File: src/rtl/uart_tx_feeder_pkg.sv
// Shared types for the UART TX feeder: FSM state encoding and launch decision.
package uart_tx_feeder_pkg;

    typedef enum logic [1:0] {
        IDLE       = 2'b00,
        WAIT_START = 2'b01,
        WAIT_DONE  = 2'b10
    } fsm_state_e;

    // A byte may leave the FIFO only from IDLE, with data present and the transmitter quiet.
    function automatic logic launch_ok(fsm_state_e state, logic fifo_empty, logic tx_busy);
        return (state == IDLE) && !fifo_empty && !tx_busy;
    endfunction

endpackage

File: src/rtl/uart_tx_feeder_if.sv
// Signal bundle between system logic / UART transmitter and the TX feeder.
interface uart_tx_feeder_if #(
    parameter int dataWidth = 8,
    parameter int DEPTH     = 8
);
    localparam int AW = $clog2(DEPTH);

    logic [dataWidth-1:0] wr_data;
    logic                 wr_en;
    logic                 busy;
    logic [dataWidth-1:0] tx_p_data;
    logic                 tx_valid;
    logic                 full;
    logic                 empty;
    logic [AW:0]          count;
    logic                 overflow;

    // Feeder side
    modport slave (
        input  wr_data, wr_en, busy,
        output tx_p_data, tx_valid, full, empty, count, overflow
    );

    // System logic / transmitter side
    modport master (
        output wr_data, wr_en, busy,
        input  tx_p_data, tx_valid, full, empty, count, overflow
    );
endinterface

File: src/rtl/uart_tx_feeder_fifo_sync_mem.sv
// Synchronous FIFO: register array, wrapping pointers and an occupancy count.
// Head (dout) is combinational from the read pointer.
module fifo_sync_mem #(
    parameter int dataWidth = 8,
    parameter int DEPTH     = 8
) (
    input  logic                       clk,
    input  logic                       rst,
    input  logic                       push,
    input  logic                       pop,
    input  logic [dataWidth-1:0]       din,
    output logic [dataWidth-1:0]       dout,
    output logic                       full,
    output logic                       empty,
    output logic [$clog2(DEPTH):0]     count
);
    localparam int AW = $clog2(DEPTH);

    logic [AW-1:0]        wr_ptr_q, wr_ptr_d;
    logic [AW-1:0]        rd_ptr_q, rd_ptr_d;
    logic [AW:0]          count_q, count_d;
    logic [dataWidth-1:0] mem_q [DEPTH];
    logic [dataWidth-1:0] mem_d [DEPTH];
    logic                 do_push;
    logic                 do_pop;

    // Full is judged on the registered count, so a same-cycle pop never makes room for a write.
    assign full    = (count_q == (AW+1)'(DEPTH));
    assign empty   = (count_q == '0);
    assign count   = count_q;
    assign dout    = mem_q[rd_ptr_q];
    assign do_push = push && !full;
    assign do_pop  = pop && !empty;

    // Pointer and count update; pointers wrap naturally since DEPTH is a power of two.
    always_comb begin
        wr_ptr_d = wr_ptr_q;
        rd_ptr_d = rd_ptr_q;
        count_d  = count_q;
        if (do_push) wr_ptr_d = wr_ptr_q + AW'(1);
        if (do_pop)  rd_ptr_d = rd_ptr_q + AW'(1);
        case ({do_push, do_pop})
            2'b10:   count_d = count_q + (AW+1)'(1);
            2'b01:   count_d = count_q - (AW+1)'(1);
            default: count_d = count_q;
        endcase
    end

    // Storage write at the write pointer.
    always_comb begin
        mem_d = mem_q;
        if (do_push) mem_d[wr_ptr_q] = din;
    end

    // Control state: cleared by reset, which discards any held bytes.
    always_ff @(posedge clk or negedge rst) begin
        if (!rst) begin
            wr_ptr_q <= '0;
            rd_ptr_q <= '0;
            count_q  <= '0;
        end else begin
            wr_ptr_q <= wr_ptr_d;
            rd_ptr_q <= rd_ptr_d;
            count_q  <= count_d;
        end
    end

    // Storage array carries no reset; entries are only read once written.
    always_ff @(posedge clk) begin
        mem_q <= mem_d;
    end

endmodule

File: src/rtl/uart_tx_feeder.sv
// UART TX feeder: buffers bytes and launches one per transmitter frame,
// waiting for busy to rise and fall before offering the next byte.
module uart_tx_feeder
    import uart_tx_feeder_pkg::*;
#(
    parameter int dataWidth = 8,
    parameter int DEPTH     = 8
) (
    input  logic            clk,
    input  logic            rst,
    uart_tx_feeder_if.slave bus
);
    localparam int AW = $clog2(DEPTH);

    fsm_state_e           state_q, state_d;
    logic                 tx_valid_q, tx_valid_d;
    logic [dataWidth-1:0] tx_p_data_q, tx_p_data_d;
    logic                 overflow_q, overflow_d;

    logic                 fifo_push;
    logic                 fifo_pop;
    logic                 fifo_full;
    logic                 fifo_empty;
    logic [dataWidth-1:0] fifo_dout;
    logic [AW:0]          fifo_count;
    logic                 launch;

    assign fifo_push = bus.wr_en && !fifo_full;
    assign launch    = launch_ok(state_q, fifo_empty, bus.busy);

    fifo_sync_mem #(
        .dataWidth (dataWidth),
        .DEPTH     (DEPTH)
    ) u_fifo (
        .clk   (clk),
        .rst   (rst),
        .push  (fifo_push),
        .pop   (fifo_pop),
        .din   (bus.wr_data),
        .dout  (fifo_dout),
        .full  (fifo_full),
        .empty (fifo_empty),
        .count (fifo_count)
    );

    // State and output registers; all return to their idle values on reset.
    always_ff @(posedge clk or negedge rst) begin
        if (!rst) begin
            state_q     <= IDLE;
            tx_valid_q  <= 1'b0;
            tx_p_data_q <= '0;
            overflow_q  <= 1'b0;
        end else begin
            state_q     <= state_d;
            tx_valid_q  <= tx_valid_d;
            tx_p_data_q <= tx_p_data_d;
            overflow_q  <= overflow_d;
        end
    end

    // Next state: launch, then wait for the frame's busy rise and busy fall.
    always_comb begin
        state_d = state_q;
        case (state_q)
            IDLE:       if (launch)   state_d = WAIT_START;
            WAIT_START: if (bus.busy) state_d = WAIT_DONE;
            WAIT_DONE:  if (!bus.busy) state_d = IDLE;
            default:    state_d = IDLE;
        endcase
    end

    // Outputs: pop the head and register it with a single-cycle strobe; flag dropped writes.
    always_comb begin
        fifo_pop    = launch;
        tx_valid_d  = launch;
        tx_p_data_d = launch ? fifo_dout : tx_p_data_q;
        overflow_d  = bus.wr_en && fifo_full;
    end

    assign bus.tx_valid  = tx_valid_q;
    assign bus.tx_p_data = tx_p_data_q;
    assign bus.overflow  = overflow_q;
    assign bus.full      = fifo_full;
    assign bus.empty     = fifo_empty;
    assign bus.count     = fifo_count;

endmodule

File: src/flat_wrapper.sv
// flat-port wrapper written by rule: the top's interface ports become plain ports
module uart_tx_feeder_flat import uart_tx_feeder_pkg::*;
#(
    parameter int dataWidth = 8,
    parameter int DEPTH     = 8
)
  (clk, rst, bus_wr_data, bus_wr_en, bus_busy, bus_tx_p_data, bus_tx_valid, bus_full, bus_empty, bus_count, bus_overflow);
  uart_tx_feeder_if #(.dataWidth(dataWidth), .DEPTH(DEPTH)) bus_i ();
  input  logic clk;
  input  logic rst;
  input wire logic [$bits(bus_i.wr_data)-1:0] bus_wr_data;
  input wire logic [$bits(bus_i.wr_en)-1:0] bus_wr_en;
  input wire logic [$bits(bus_i.busy)-1:0] bus_busy;
  output wire logic [$bits(bus_i.tx_p_data)-1:0] bus_tx_p_data;
  output wire logic [$bits(bus_i.tx_valid)-1:0] bus_tx_valid;
  output wire logic [$bits(bus_i.full)-1:0] bus_full;
  output wire logic [$bits(bus_i.empty)-1:0] bus_empty;
  output wire logic [$bits(bus_i.count)-1:0] bus_count;
  output wire logic [$bits(bus_i.overflow)-1:0] bus_overflow;
  assign bus_i.wr_data = bus_wr_data;
  assign bus_i.wr_en = bus_wr_en;
  assign bus_i.busy = bus_busy;
  assign bus_tx_p_data = bus_i.tx_p_data;
  assign bus_tx_valid = bus_i.tx_valid;
  assign bus_full = bus_i.full;
  assign bus_empty = bus_i.empty;
  assign bus_count = bus_i.count;
  assign bus_overflow = bus_i.overflow;
  uart_tx_feeder #(.dataWidth(dataWidth), .DEPTH(DEPTH)) u_core (.clk(clk), .rst(rst), .bus(bus_i));
endmodule
File: config.mk
export PLATFORM = sky130hd
export DESIGN_NAME = uart_tx_feeder_flat
export DESIGN_NICKNAME = d
export VERILOG_FILES = /design/src/rtl/uart_tx_feeder_pkg.sv /design/src/rtl/uart_tx_feeder_if.sv /design/src/rtl/uart_tx_feeder_fifo_sync_mem.sv /design/src/rtl/uart_tx_feeder.sv /design/src/flat_wrapper.sv
export SDC_FILE = /design/constraint.sdc
export NUM_CORES = 1
export LEC_CHECK = 0
export ABC_AREA = 0
export BUFFER_PORTS_ARGS = -buffer_cell sky130_fd_sc_hd__buf_4
export CORE_MARGIN = 4
export CORE_UTILIZATION = 45
export CTS_CLUSTER_SIZE = 24
export DETAILED_ROUTE_END_ITERATION = 16
export GPL_TIMING_DRIVEN = 0
export PLACE_DENSITY_LB_ADDON = 0.05
export SLEW_MARGIN = 5
export SYNTH_ARGS = -nofsm -noshare
export SYNTH_HDL_FRONTEND = slang
export SYNTH_HIERARCHICAL = 1
export SYNTH_SLANG_ARGS = --single-unit
File: constraint.sdc
create_clock -name clk -period 3.9 [get_ports clk]
set_input_delay 0.39 -clock clk [delete_from_list [all_inputs] [get_ports clk]]
set_output_delay 0.39 -clock clk [all_outputs]
set_load 0.05 [all_outputs]
Yosys cells after proc, flatten, opt, wreduce, memory -nomap -nowiden --
Cells that the tools add are included.
Storage, ports and cells: input port bits 12, logic and storage cells 57, flip-flop bits (word level) 86
Operators by class: reductions and logical operators 14, $add $sub $neg 4, bitwise operators 2, equal/unequal tests 8, order comparisons 3, mux-type cells 11
Operators by type and width (number):
- $bwmux 64 | 1
- $bmux 8 s3 | 1
- $demux 8 s3 | 1
- $mux 8 | 3
- $ge 4x4->1 const B | 2
- $not 3->4 | 2
- $pmux 4 s2 | 1
- $logic_and 1x1->1 | 7
- $add 3x1->3 const B | 2
- $mux 2 | 3
- $pmux 2 s3 | 1
- $add 4x1->4 const B | 1
- $eq 2x1->1 const B | 2
- $eq 2x2->1 const B | 2
- $eq 4x4->1 const B | 1
- $logic_not 4->1 | 1
- $lt 4x1->1 const B | 1
- $ne 2x2->1 const B | 2
- $sub 4x1->4 const B | 1
- $logic_not 1->1 | 3
- $reduce_and 3->1 | 1
- $logic_not 2->1 | 1
- $ne 2x1->1 const B | 1
- $reduce_bool 2->1 | 1

Longest topological paths before layout --
depth in word-level cells 7, mapped depth 9, gate-level depth less buffers 9

Hierarchy --
Netlist, hierarchy kept.
By module, submodules not included:
- fifo_sync_mem | instances 1, seq. area each 2172.1 sq um, area each 3129.3 sq um, cells an instance 159
- uart_tx_feeder | instances 1, seq. area each 300.3 sq um, area each 450.4 sq um, cells an instance 27

Least setup slack after synthesis --
No wires, ideal clock.
path kind register to register, from register u_core.u_fifo.count_q[0], in the netlist u_core/u_fifo/count[0], to register u_core.u_fifo.count_q[3], in the netlist u_core/u_fifo/count[3], buffers on the path 0, data arrival time 4527 ps, period minus slack after synthesis 4661 ps, data required time 3766 ps, slack -761 ps, stages on the path, launching flop included 10, path through dfrtp_1 -> nor4_1 -> nor4_4 -> o41ai_1 -> inv_1 -> ha_1 -> ha_1 -> or4b_2 -> o311ai_0 -> o211ai_1
On the way: word-level cells in the longest chain between the ends 7, elaborated cells on any way between the ends 15, classes of those cells add/sub (2); eq/ne (3); mux (1); reduce/logical (9)
RTL lines:
- start: declaration | RTL line uart_tx_feeder_fifo_sync_mem.sv:21 | logic [AW:0] count_q, count_d;
- start signal: assignment | RTL line uart_tx_feeder_fifo_sync_mem.sv:64 | count_q <= count_d;
- $logic_not 4->1 (*) | RTL line uart_tx_feeder_fifo_sync_mem.sv:29 | assign empty = (count_q == '0);
- via bus_empty | RTL line flat_wrapper.sv:17 | output wire logic [$bits(bus_i.empty)-1:0] bus_empty;
- $logic_not 1->1 (*) | RTL line uart_tx_feeder_pkg.sv:12 | return (state == IDLE) && !fifo_empty && !tx_busy;
- $logic_and 1x1->1 (*) (2 in series) | RTL line uart_tx_feeder_pkg.sv:12
- via u_core.fifo_pop | RTL line uart_tx_feeder.sv:21 | logic fifo_pop;
- $logic_and 1x1->1 (*) | RTL line uart_tx_feeder_fifo_sync_mem.sv:33 | assign do_pop = pop && !empty;
- via u_core.u_fifo.do_pop | RTL line uart_tx_feeder_fifo_sync_mem.sv:25 | logic do_pop;
- $eq 2x1->1 / $eq 2x2->1 (equally long branches) | RTL line uart_tx_feeder_fifo_sync_mem.sv:42 | case ({do_push, do_pop})
- $pmux 4 s2 / $reduce_bool 2->1 (equally long branches)
The timed path passes the listed nets; every way through them passes the cells marked *. A chain may end at the register's enable or synchronous reset.

Worst setup path after layout --
from register u_core.u_fifo.count_q[0], in the netlist u_core/u_fifo/count[0], to register u_core.u_fifo.count_q[3], in the netlist u_core/u_fifo/count[3]
On the way: word-level cells in the longest chain between the ends 7, elaborated cells on any way between the ends 15, classes of those cells add/sub (2); eq/ne (3); mux (1); reduce/logical (9)
RTL lines (RTL line):
- $logic_not 4->1 (*) | uart_tx_feeder_fifo_sync_mem.sv:29
- $logic_not 1->1 (*) | uart_tx_feeder_pkg.sv:12
- $logic_and 1x1->1 (*) (2 in series) | uart_tx_feeder_pkg.sv:12
- via u_core.fifo_pop | uart_tx_feeder.sv:21
- $logic_and 1x1->1 (*) | uart_tx_feeder_fifo_sync_mem.sv:33
- via u_core.u_fifo.do_pop | uart_tx_feeder_fifo_sync_mem.sv:25
- $eq 2x1->1 / $eq 2x2->1 (equally long branches) | uart_tx_feeder_fifo_sync_mem.sv:42
- $pmux 4 s2 / $reduce_bool 2->1 (equally long branches)
Marked as above.

==> flow_summary.ini <==
[yosys]
synthCells = 186
yosysTopAreaCell = edfxtp_1
synth_cell_types = 35
synth_top_cell_area_share_pct = 53.69
ys_top_cells_by_area = edfxtp_1, dfrtp_1, mux4_1
synth_edf_count = 64
yosysSeqAreaShare_pct = 69.07
syn_area_um2 = 3580
synthArstFlopShare_pct = 25.58
ys_ff_latch = 86
ys_warn_count = 6
synth.avg_cell_area_um2 = 19.25
ys.flop_type = edfxtp_1
syn_nets = 204

[die]
die_width_um = 97.19
die_area_um2 = 9446
die_h_um = 97.19
core_area_um2 = 7727
rows = 32
initial_core_util_pct = 46.32
io_pins = 28

[placement]
port_buffers = 27
place_ws_ps = 361.7
gp_congestion = 0.6945
hpwl_um = 4218

[timing]
clock.fmax_mhz = 285.5
setup_viol = 0
hold_viol = 0
worst_pin_slew_ps = 966.1
finalCritPeriodShare_pct = 89.82
fin_crit_ps = 3503
slew_violations = 0
finalClockSkew_ps = 11.27
slew_headroom_pct = 35.36
final.setup.worst_slack_ps = 396.9
fin_setup_tns_ps = 0
rsz0062_at_grt = no

[clock_network]
htreeDepth = 3
cts_tree = built
cts.repair.resized = 0
post_cts_buffers = 0
holdBufCountCts = 1
clock-sinks = 86
numCtsBuffers = 9
cts-root-buf = clkbuf_8
cts.reportedPaths.clkPinSlew_ps = 80
clkLatencyLatePin_ps = 350
cts_buffer_depth = 2

[setup_path]
path_class = flip-flop to flip-flop
cp-end-kind = flip-flop
cp_num_buf_inv = 1
arrival_ps = 3730
cp_max_fo = 10
crit_path_max_incr_delay_ps = 670
crit_family = simple AND/OR/NAND/NOR gates
worst_path_max_delay_cell = nor4_4
cp_cell_sequence = nor4_4, nor4_4, o41ai_1, inv_1, ha_1, ha_1, or4b_2, o311ai_0, o211ai_1
required_ps = 4130
critPathLaunchType = flip-flop

[power_and_ir_drop]
max-vdd-ir-drop_v = 0.0003524
leakage_nw = 1.530
p_per_area_nw_per_um2 = 781.8

[routing]
dr.pass1.iters = 4
drc = 0
drt_iter0_drc = 61
num_vias = 1797
routedWlPerCell_um = 19.55
wl_um = 6510
ant_nets = 0
viasPerCell = 5.396

[global_route]
grt_overflow = 0
track_usage_pct = 14.83
antenna_found_initial = 0
grt_pass1_wl_um = 10290
grt_pass1_vias = 1881
grt_max_degree = 23

[outcome]
status = completed

[cells_and_area]
drive_gt1_share_pct = 32.03
syn_to_final_growth_pct = 16.88
nets = 244
diodes = 0

[flow_run]
maxCapViolCount = 0

[hold_path]
hp-class = input port to flip-flop
synth_stat cells, drive strengths merged (3+ instances only):
cell / number
nor2: 3
buf: 5
inv: 7
nand2: 7
mux4: 16
mux2: 18
nand3: 4
nor3b: 3
ha: 5
edfxtp: 64
xnor2: 5
nor4: 3
dfrtp: 22
nor3: 4
registers in the layout, indices dropped and copies added, names as in the netlist:
register                flops
u_core/bus.overflow         1
u_core/u_fifo/wr_ptr_q      3
u_core/bus.tx_valid         1
u_core/state_q              2
u_core/u_fifo/count         4
u_core/u_fifo/mem_q        64
u_core/u_fifo/rd_ptr_q      3
u_core/bus.tx_p_data        8
worst paths after layout:
check	slack [ps]	depth (start not counted)	to	start
min reg2reg	510	1	u_core/bus.tx_p_data[6]$_DFFE_PN0P_	u_core/bus.tx_p_data[6]$_DFFE_PN0P_
min in group asynchronous	480	2	u_core/bus.tx_p_data[7]$_DFFE_PN0P_	rst
max in group asynchronous	3170	2	u_core/u_fifo/wr_ptr_q[0]$_DFFE_PN0P_	rst
max reg2reg	400	9	u_core/u_fifo/count[3]$_DFFE_PN0P_	u_core/u_fifo/count[0]$_DFFE_PN0P_
min	240	2	u_core/state_q[0]$_DFFE_PN0P_	bus_busy
max	400	9	u_core/u_fifo/count[3]$_DFFE_PN0P_	u_core/u_fifo/count[0]$_DFFE_PN0P_
stage by stage:
stage / std cells / hold WS (ps) / instance area (um^2) / power [mW] / util (%)
2_1_floorplan: 186 / 94.41 / 3595 / 2.272 / -
3_3_place_gp: 315 / 302.8 / 3925 / 2.589 / 50.79
3_5_place_dp: 316 / 319.6 / 3959 / 2.658 / 51.23
4_1_cts: 333 / 220.4 / 4184 / 3.326 / 54.15
5_1_grt: 333 / 217.5 / 4184 / 3.464 / 54.15
6_report: 333 / 238.4 / 4184 / 3.271 / 54.15
placed cells by master (no fill, tap or decap), types with 2 or more instances in the layout:
master / count
edfxtp_1: 64
mux4_1: 16
nand3_1: 4
mux2_2: 18
nor3b_1: 3
nor3_2: 4
xnor2_1: 5
ha_1: 5
buf_4: 28
nand2_1: 6
nand2b_1: 2
buf_2: 2
inv_1: 7
nor2_1: 3
and2_1: 2
nor4_4: 2
xor2_1: 2
bufinv_16: 2
clkinvlp_4: 2
clkbuf_8: 9
clkbuf_1: 3
a21oi_1: 2
dfrtp_1: 22
cell type report:
class	instances	area (um^2)
buffer	6	48.80
clock buffer	11	131.4
clock inverter	5	83.83
fill	611	3543
inverter	7	26.28
multi-input combinational	87	1074
sequential	86	2472
tap	102	127.6
timing repair buffer	29	220.2
routing by layer:
layer	GRT usage, %	vias up	wire (um)
met1	18.31	918	2761
li1	-	829	-
met4	6.048	0	107
met3	4.523	9	253
met2	24.36	41	3388
met5	0	-	0
power breakdown:
group	leakage, nW	total, mW	internal, mW	switching (mW)
Combinational	0.584	1.27	0.548	0.718
Clock	0.0998	0.660	0.362	0.298
Sequential	0.846	1.35	1.20	0.144
Total	1.53	3.27	2.11	1.16
cells by family (layout without fill, tap and decap cells):
kind of cell | after synthesis | after routing | share of synthesized area [%]
multiplexers | 35 | 35 | 17.69
buffers and inverters | 13 | 58 | 2.097
flip-flops | 86 | 86 | 69.07
AO/OA/AOI/OAI | 8 | 8 | 1.643
XOR/XNOR | 7 | 7 | 1.713
adder cells (fa/ha/maj) | 6 | 6 | 2.307
AND/OR/NAND/NOR | 31 | 31 | 5.487
Note: power is estimated with default switching activity, not from simulation.
